**src/rtl/time_of_day_counter.sv**
```systemverilog
// BCD time-of-day counter: hh:mm:ss with run/set modes,
// 12/24-hour display mapping and a day-rollover pulse.
module time_of_day_counter #(
  parameter int PRESCALE = 1,
  parameter int PRE_W    = 10
) (
  input  logic       clk_out,
  input  logic       reset,
  input  logic       tick,
  input  logic       run,
  input  logic       up_down,
  input  logic [1:0] sel,
  input  logic       inc,
  input  logic       dec,
  input  logic       mode12,
  output logic [3:0] sec_u,
  output logic [2:0] sec_t,
  output logic [3:0] min_u,
  output logic [2:0] min_t,
  output logic [3:0] hr_u,
  output logic [1:0] hr_t,
  output logic       pm,
  output logic       day_pulse
);

  localparam logic [PRE_W-1:0] PRE_LAST = PRE_W'(PRESCALE - 1);

  logic [PRE_W-1:0] pre_cnt;
  logic [3:0]       hr_u_q;
  logic [1:0]       hr_t_q;
  logic             step;
  logic             set_ev;
  logic             dir;
  logic [8:0]       s_nx;
  logic [8:0]       m_nx;
  logic [8:0]       h_nx;
  logic             unused_nx;

  // Returns {wrap, tens, units}; wrap flags max->0 going up or 0->max going down.
  function automatic logic [8:0] bcd_step(
    input logic       up,
    input logic [3:0] t,
    input logic [3:0] u,
    input logic [3:0] mt,
    input logic [3:0] mu
  );
    logic [8:0] r;
    if (up) begin
      if (t == mt && u == mu)
        r = 9'h100;
      else if (u == 4'd9)
        r = {1'b0, t + 4'd1, 4'd0};
      else
        r = {1'b0, t, u + 4'd1};
    end else begin
      if (t == 4'd0 && u == 4'd0)
        r = {1'b1, mt, mu};
      else if (u == 4'd0)
        r = {1'b0, t - 4'd1, 4'd9};
      else
        r = {1'b0, t, u - 4'd1};
    end
    return r;
  endfunction

  assign step   = run && tick && (pre_cnt == PRE_LAST);
  assign set_ev = !run && (inc ^ dec);
  assign dir    = run ? up_down : inc;

  assign s_nx = bcd_step(dir, {1'b0, sec_t}, sec_u, 4'd5, 4'd9);
  assign m_nx = bcd_step(dir, {1'b0, min_t}, min_u, 4'd5, 4'd9);
  assign h_nx = bcd_step(dir, {2'b0, hr_t_q}, hr_u_q, 4'd2, 4'd3);

  assign unused_nx = ^{s_nx[7], m_nx[7], h_nx[7:6]};

  always_ff @(posedge clk_out) begin
    if (reset) begin
      sec_u     <= '0;
      sec_t     <= '0;
      min_u     <= '0;
      min_t     <= '0;
      hr_u_q    <= '0;
      hr_t_q    <= '0;
      pre_cnt   <= '0;
      day_pulse <= 1'b0;
    end else begin
      day_pulse <= 1'b0;
      if (!run)
        pre_cnt <= '0;
      else if (tick)
        pre_cnt <= step ? '0 : pre_cnt + PRE_W'(1);
      if (step) begin
        {sec_t, sec_u} <= s_nx[6:0];
        if (s_nx[8])
          {min_t, min_u} <= m_nx[6:0];
        if (s_nx[8] && m_nx[8])
          {hr_t_q, hr_u_q} <= h_nx[5:0];
        day_pulse <= s_nx[8] && m_nx[8] && h_nx[8];
      end else if (set_ev) begin
        // Set mode wraps inside the chosen field only.
        unique case (sel)
          2'd0:    {sec_t, sec_u} <= s_nx[6:0];
          2'd1:    {min_t, min_u} <= m_nx[6:0];
          2'd2:    {hr_t_q, hr_u_q} <= h_nx[5:0];
          default: ;
        endcase
      end
    end
  end

  assign pm = (hr_t_q == 2'd2) ||
              (hr_t_q == 2'd1 && hr_u_q >= 4'd2);

  always_comb begin
    hr_t = hr_t_q;
    hr_u = hr_u_q;
    if (mode12) begin
      unique case (1'b1)
        (hr_t_q == 2'd0 && hr_u_q == 4'd0): begin
          hr_t = 2'd1;
          hr_u = 4'd2;
        end
        (hr_t_q == 2'd1 && hr_u_q >= 4'd3): begin
          hr_t = 2'd0;
          hr_u = hr_u_q - 4'd2;
        end
        (hr_t_q == 2'd2 && hr_u_q <= 4'd1): begin
          hr_t = 2'd0;
          hr_u = hr_u_q + 4'd8;
        end
        (hr_t_q == 2'd2 && hr_u_q >= 4'd2): begin
          hr_t = 2'd1;
          hr_u = hr_u_q - 4'd2;
        end
        default: ;
      endcase
    end
  end

endmodule

```
**config.mk**
```make
export PLATFORM = sky130hd
export DESIGN_NAME = time_of_day_counter
export DESIGN_NICKNAME = d
export VERILOG_FILES = /design/src/rtl/time_of_day_counter.sv
export SDC_FILE = /design/constraint.sdc
export NUM_CORES = 1
export LEC_CHECK = 0
export CAP_MARGIN = 5
export CORE_MARGIN = 2
export CORE_UTILIZATION = 56
export CTS_CLUSTER_SIZE = 25
export DETAILED_ROUTE_END_ITERATION = 10
export GPL_TIMING_DRIVEN = 0
export MAX_ROUTING_LAYER = met4
export PLACE_DENSITY = 0.8
export SYNTH_ARGS = -nofsm -noshare
export SYNTH_HDL_FRONTEND = slang
export SYNTH_SLANG_ARGS = --single-unit
```
**constraint.sdc**
```tcl
create_clock -name clk_out -period 2.9 [get_ports clk_out]
set_clock_uncertainty 0.15 [all_clocks]
set_input_delay 0.725 -clock clk_out [delete_from_list [all_inputs] [get_ports clk_out]]
set_output_delay 0.725 -clock clk_out [all_outputs]
set_load 0.02 [all_outputs]
```
# Word level (Yosys, flattened, before mapping)
# Index checks and enable logic that the tools add are counted.
[totals] out_inout_bits=22 regBits=31
[classes] n_eq_ne=12 reduce_logical=37 magnitude_cmp=3 bitwise=3 add_sub_neg=15 mux=43
[ops] cell="2-to-1 mux 9 bit" count=9
[ops] cell="2-to-1 mux 4 bit" count=12
[ops] cell="2-to-1 mux 8 bit" count=5
[ops] cell="2-to-1 mux 3 bit" count=7
[ops] cell="logical AND 1 bit" count=15
[ops] cell="adder 4 x 1 -> 4 bit, second input constant" count=3
[ops] cell="== test 4 bit, second input constant" count=3
[ops] cell="zero test 4 bit" count=3
[ops] cell="one-hot mux 4 bit (3 select lines)" count=1
[ops] cell="subtractor 4 x 1 -> 4 bit, second input constant" count=3
[ops] cell="adder 10 x 1 -> 10 bit, second input constant" count=1
[ops] cell="zero test 10 bit" count=1
[ops] cell="2-to-1 mux 10 bit" count=1
[ops] cell="2-to-1 mux 2 bit" count=5
[ops] cell="OR reduction 2 bit" count=5
[ops] cell="adder 3 x 1 -> 4 bit, second input constant" count=2
[ops] cell="greater-or-equal comparator 4 x 2 -> 1 bit, second input constant" count=2
[ops] cell="nonzero test 2 bit" count=4
[ops] cell="subtractor 3 x 1 -> 4 bit, second input constant" count=2
[ops] cell="2-to-1 mux 7 bit" count=1
[ops] cell="== test 3 bit, second input constant" count=2
[ops] cell="zero test 3 bit" count=2
[ops] cell="AND reduction 3 bit" count=2
[ops] cell="adder 4 bit, second input constant" count=1
[ops] cell="16 further kinds" count=21

# Logic depth before layout (Yosys ltp)
[depth] word_depth=7 depth_mapped=8 depth_no_buf=7

# Worst setup path before layout
# Ideal clock, no wire load.
[synth_path] path_type="reg2out" start="register hr_u_q[0]" end="output port hr_u[3]" path_slack_ps=142 stages_incl_launch_ff=8 path_buffers=0 t_arrival_ps=1883 cell_sequence="dfxtp_1 > inv_1 > ha_1 > o41ai_1 > nand2_1 > o31ai_1 > o21ai_0 > o31ai_1"
[synth_via] elab_chain_cells=5 elab_cells_between_ends=13 cone_classes="add/sub (2); order compare (3); mux (2); reduce/logical (6)"
[synth_rtl] item="start, declared" line_no="29" source="logic [3:0] hr_u_q;"
[synth_rtl] item="start signal, assigned" line_no="97" source="{hr_t_q, hr_u_q} <= h_nx[5:0];"
[synth_rtl] item="start signal, assigned" line_no="104" source="2'd2: {hr_t_q, hr_u_q} <= h_nx[5:0];"
[synth_rtl] item="greater-or-equal comparator 4 x 2 -> 1 bit, on equally long branches" line_no="123, 131"
[synth_rtl] item="logical AND 1 bit, on equally long branches" line_no="123, 131"
[synth_rtl] item="OR reduction 2 bit (no line)"
[synth_rtl] item="one-hot mux 4 bit (3 select lines) *" line_no="118" source="unique case (1'b1)"
[synth_rtl] item="2-to-1 mux 4 bit *" line_no="117" source="if (mode12) begin"
[synth_rtl] item="end, declared" line_no="20" source="output logic [3:0] hr_u,"
# Every way passes the cells marked *; elsewhere a longest branch is shown, timed or not.

# Worst setup path after layout
[layout_path] start="register hr_u_q[1]" end="output port hr_u[0]"
# The elaborated chain is that of the path after synthesis.

==> results by group <==
Yosys
  • Main synth FF type: dfxtp_1
  • Synth Area in XOR/XNOR: 3.41%
  • Post-synthesis mux area share: 2.54%
  • Largest family of logic cells by synthesized area: simple AND/OR/NAND/NOR gates
  • Compound-Gate Fraction of Synth Area: 25.3%
  • Async set-reset flop share out of synthesis: 0%
  • Syn. warnings: 0
  • Post-synthesis sequential area ratio: 24.2%
  • EDFF count, synth: 0
  • Post-Synth Simple-Gate Area: 26.3%
  • Synth Register Bits: 31
  • Syn_area_per_cell: 8.04 sq um
  • Syn Nets: 355
  • Mapped Area: 2560 sq um
  • Synth unique cells: 62
  • Mapped Cells: 319
  • Post-Synth Adder-Cell Area: 12.7%

STA
  • Rel. slew slack: 62.8%
  • Final Hold Fails: 0
  • Fin crit period: 2830 ps
  • Hold Slack: 319 ps
  • Setup ws final: 72.2 ps
  • Period utilisation layout: 97.5%
  • Worst Max-Slew Pin Slew: 559 ps
  • Fmax: 354 MHz
  • Slew Limit Fails: 0
  • # setup viols final: 0

Clocking
  • CTS Buf Count: 5
  • CTS Buffer Depth: 2
  • CTS tree: done
  • Clock sinks: 31
  • Hold_buf cts: 0
  • Clock Root Buffer: clkbuf_8
  • Clock slew at reported path FFs: 70 ps
  • CTS HTree Levels: 2
  • Worst skew pair latency: 290 ps

Global routing
  • Global-route wire length before repair: 11300 um
  • Initial antenna violation count: 0
  • Pin count of the biggest net entering global routing: 11
  • Met2 usage: 46.4%
  • Busiest grt layer: met2
  • Vias in the first global route: 2416
  • GR Overflow Total: 0
  • All-Layer GR Usage: 27.9%
  • Met1 usage: 34.8%
  • GR Util met3: 4.64%

Die
  • Die height: 71.7 um
  • # IOs: 32
  • Die area: 5140 sq um
  • Core box area: 4380 sq um
  • Rows: 24
  • Initial Utilization: 58.5%
  • Die X: 71.7 um

Layout
  • Synth-to-layout area growth: 23.8%
  • Share of layout cells above drive strength 1: 17.2%
  • Commonest non-fill, non-tap cell in the layout: nor2_1
  • N_diodes: 0
  • Final nets: 396
  • Most frequent cells in the layout: nor2_1, dfxtp_1, nand2_1, ha_1, clkdlybuf4s50_1
  • Fillers: 344

Run status
  • Status: finished, final reports clean

Critical path
  • Largest fanout on the critical path: 6
  • Critical Path RT: 2030 ps
  • Crit path DAT: 1950 ps
  • Worst setup path class: reg2out
  • Worst setup EP type: primary output
  • CP startpoint kind: flop

Pwr
  • Overall power: 1.28 mW
  • Peak VDD IR: 267 uV
  • PwrDens: 404 nW/um^2
  • Leakage Power: 1.20 nW

Flow run
  • Max Cap Violations: 0

Drt
  • Via count: 2615
  • Via density: 6.33
  • TritonRoute pass-1 iters: 4
  • # DRC: 0
  • Initial DRC count: 206
  • Post-DRT Antenna Nets: 0
  • WL final: 6940 um
  • WL/cell: 16.8 um

Placement
  • Detailed placer's ending HPWL: 4890 um
  • Port-buffer cells: 29
  • Placement Setup Slack: -688 ps
  • Routability cong.: 0.923

Hold path
  • Tightest Hold Check Type: reg2reg
==> metrics by stage <==
| stage | utilization, % | cells | cell area, sq um | setup TNS [ps] |
|---|---|---|---|---|
| after floorplan | - | 319 | 2560 | 0 |
| after global placement | 66.6 | 400 | 2920 | -3140 |
| after detailed placement | 66.6 | 400 | 2920 | -3300 |
| after CTS | 69.6 | 409 | 3050 | -8.87 |
| after global routing | 72.4 | 413 | 3180 | -59.5 |
| final | 72.4 | 413 | 3180 | 0 |
==> final timing paths <==
check	start	to	slack [ps]	depth (start not counted)
max reg2reg	sec_u[0]$_SDFFE_PP0P_	hr_u_q[3]$_SDFFE_PP0P_	320	7
min reg2reg	hr_t_q[0]$_SDFFE_PP0P_	hr_t_q[0]$_SDFFE_PP0P_	320	2
min	hr_t_q[0]$_SDFFE_PP0P_	hr_t_q[0]$_SDFFE_PP0P_	320	2
max	hr_u_q[1]$_SDFFE_PP0P_	hr_u[0]	70	8
==> registers in the layout, indices dropped and copies added, names as in the netlist <==
name and flops:
hr_t_q 2, hr_u_q 4, sec_t 3, day_pulse 1, min_u 4, sec_u 4
pre_cnt 10, min_t 3
==> synth_stat cells (4+ instances only) <==
master | number | area, sq um
inv_1 | 22 | 82.6
o32ai_1 | 4 | 35.0
a211oi_1 | 5 | 37.5
nor2_1 | 28 | 105
nand2_1 | 27 | 101
clkbuf_1 | 7 | 26.3
o221ai_1 | 4 | 35.0
and2_1 | 4 | 25.0
nor3_1 | 10 | 50.1
xor2_1 | 9 | 78.8
mux2i_1 | 5 | 50.1
and3_1 | 5 | 31.3
nand3_1 | 17 | 85.1
nand4_1 | 7 | 43.8
o21ai_0 | 14 | 70.1
nand2b_1 | 5 | 31.3
a21oi_1 | 18 | 90.1
o31ai_1 | 4 | 30.0
dfxtp_1 | 31 | 621
ha_1 | 26 | 325
==> power breakdown <==
group	leakage, nW	internal (mW)	total [mW]	switching (mW)
Clock	0.0612	0.278	0.454	0.176
Combinational	0.881	0.152	0.359	0.207
Sequential	0.254	0.441	0.470	0.0284
==> cells by family after synthesis <==
group / count (synthesis)
adders and majority gates: 26
muxes: 6
AOI/OAI and AO/OA: 86
xor gates and xnor gates: 10
and+or+nand+nor: 127
buffers and inverters: 33
DFF: 31
==> layout make-up <==
type,instances,area (sq um),area share (%)
multi-input cells,255,1890,59.6
clock inverters,2,35.0,1.10
inverters,22,86.3,2.72
clock buffers,6,82.6,2.60
flip-flops and latches,31,631,19.9
repair buffers,35,320,10.1
plain buffers,10,63.8,2.01
well taps,52,65.1,2.05
==> worst max-delay path: stages, from the launching register on <==
cell	delay [ps]
dfxtp_4	380
buf_12	140
ha_4	170
o41ai_4	250
nand2_2	120
buf_4	160
nor3_1	180
a21oi_1	90
buf_2	170
==> per-layer routing <==
layer | up-vias | wire (um) | share of wire [%]
met1 | 1267 | 3100 | 45
li1 | 1264 | - | -
met3 | 10 | 296 | 4.3
met4 | 0 | 87 | 1.3
met5 | - | 0 | 0
met2 | 74 | 3460 | 50
==> what timing repair did <==
item                                    CTS  global route
resized for setup                        36            24
setup buffers                             2             4
endpoints found under the setup margin    7             7
pin swaps                                 4             2
gates cloned                              0             0
(Power assumes the default switching activity.)
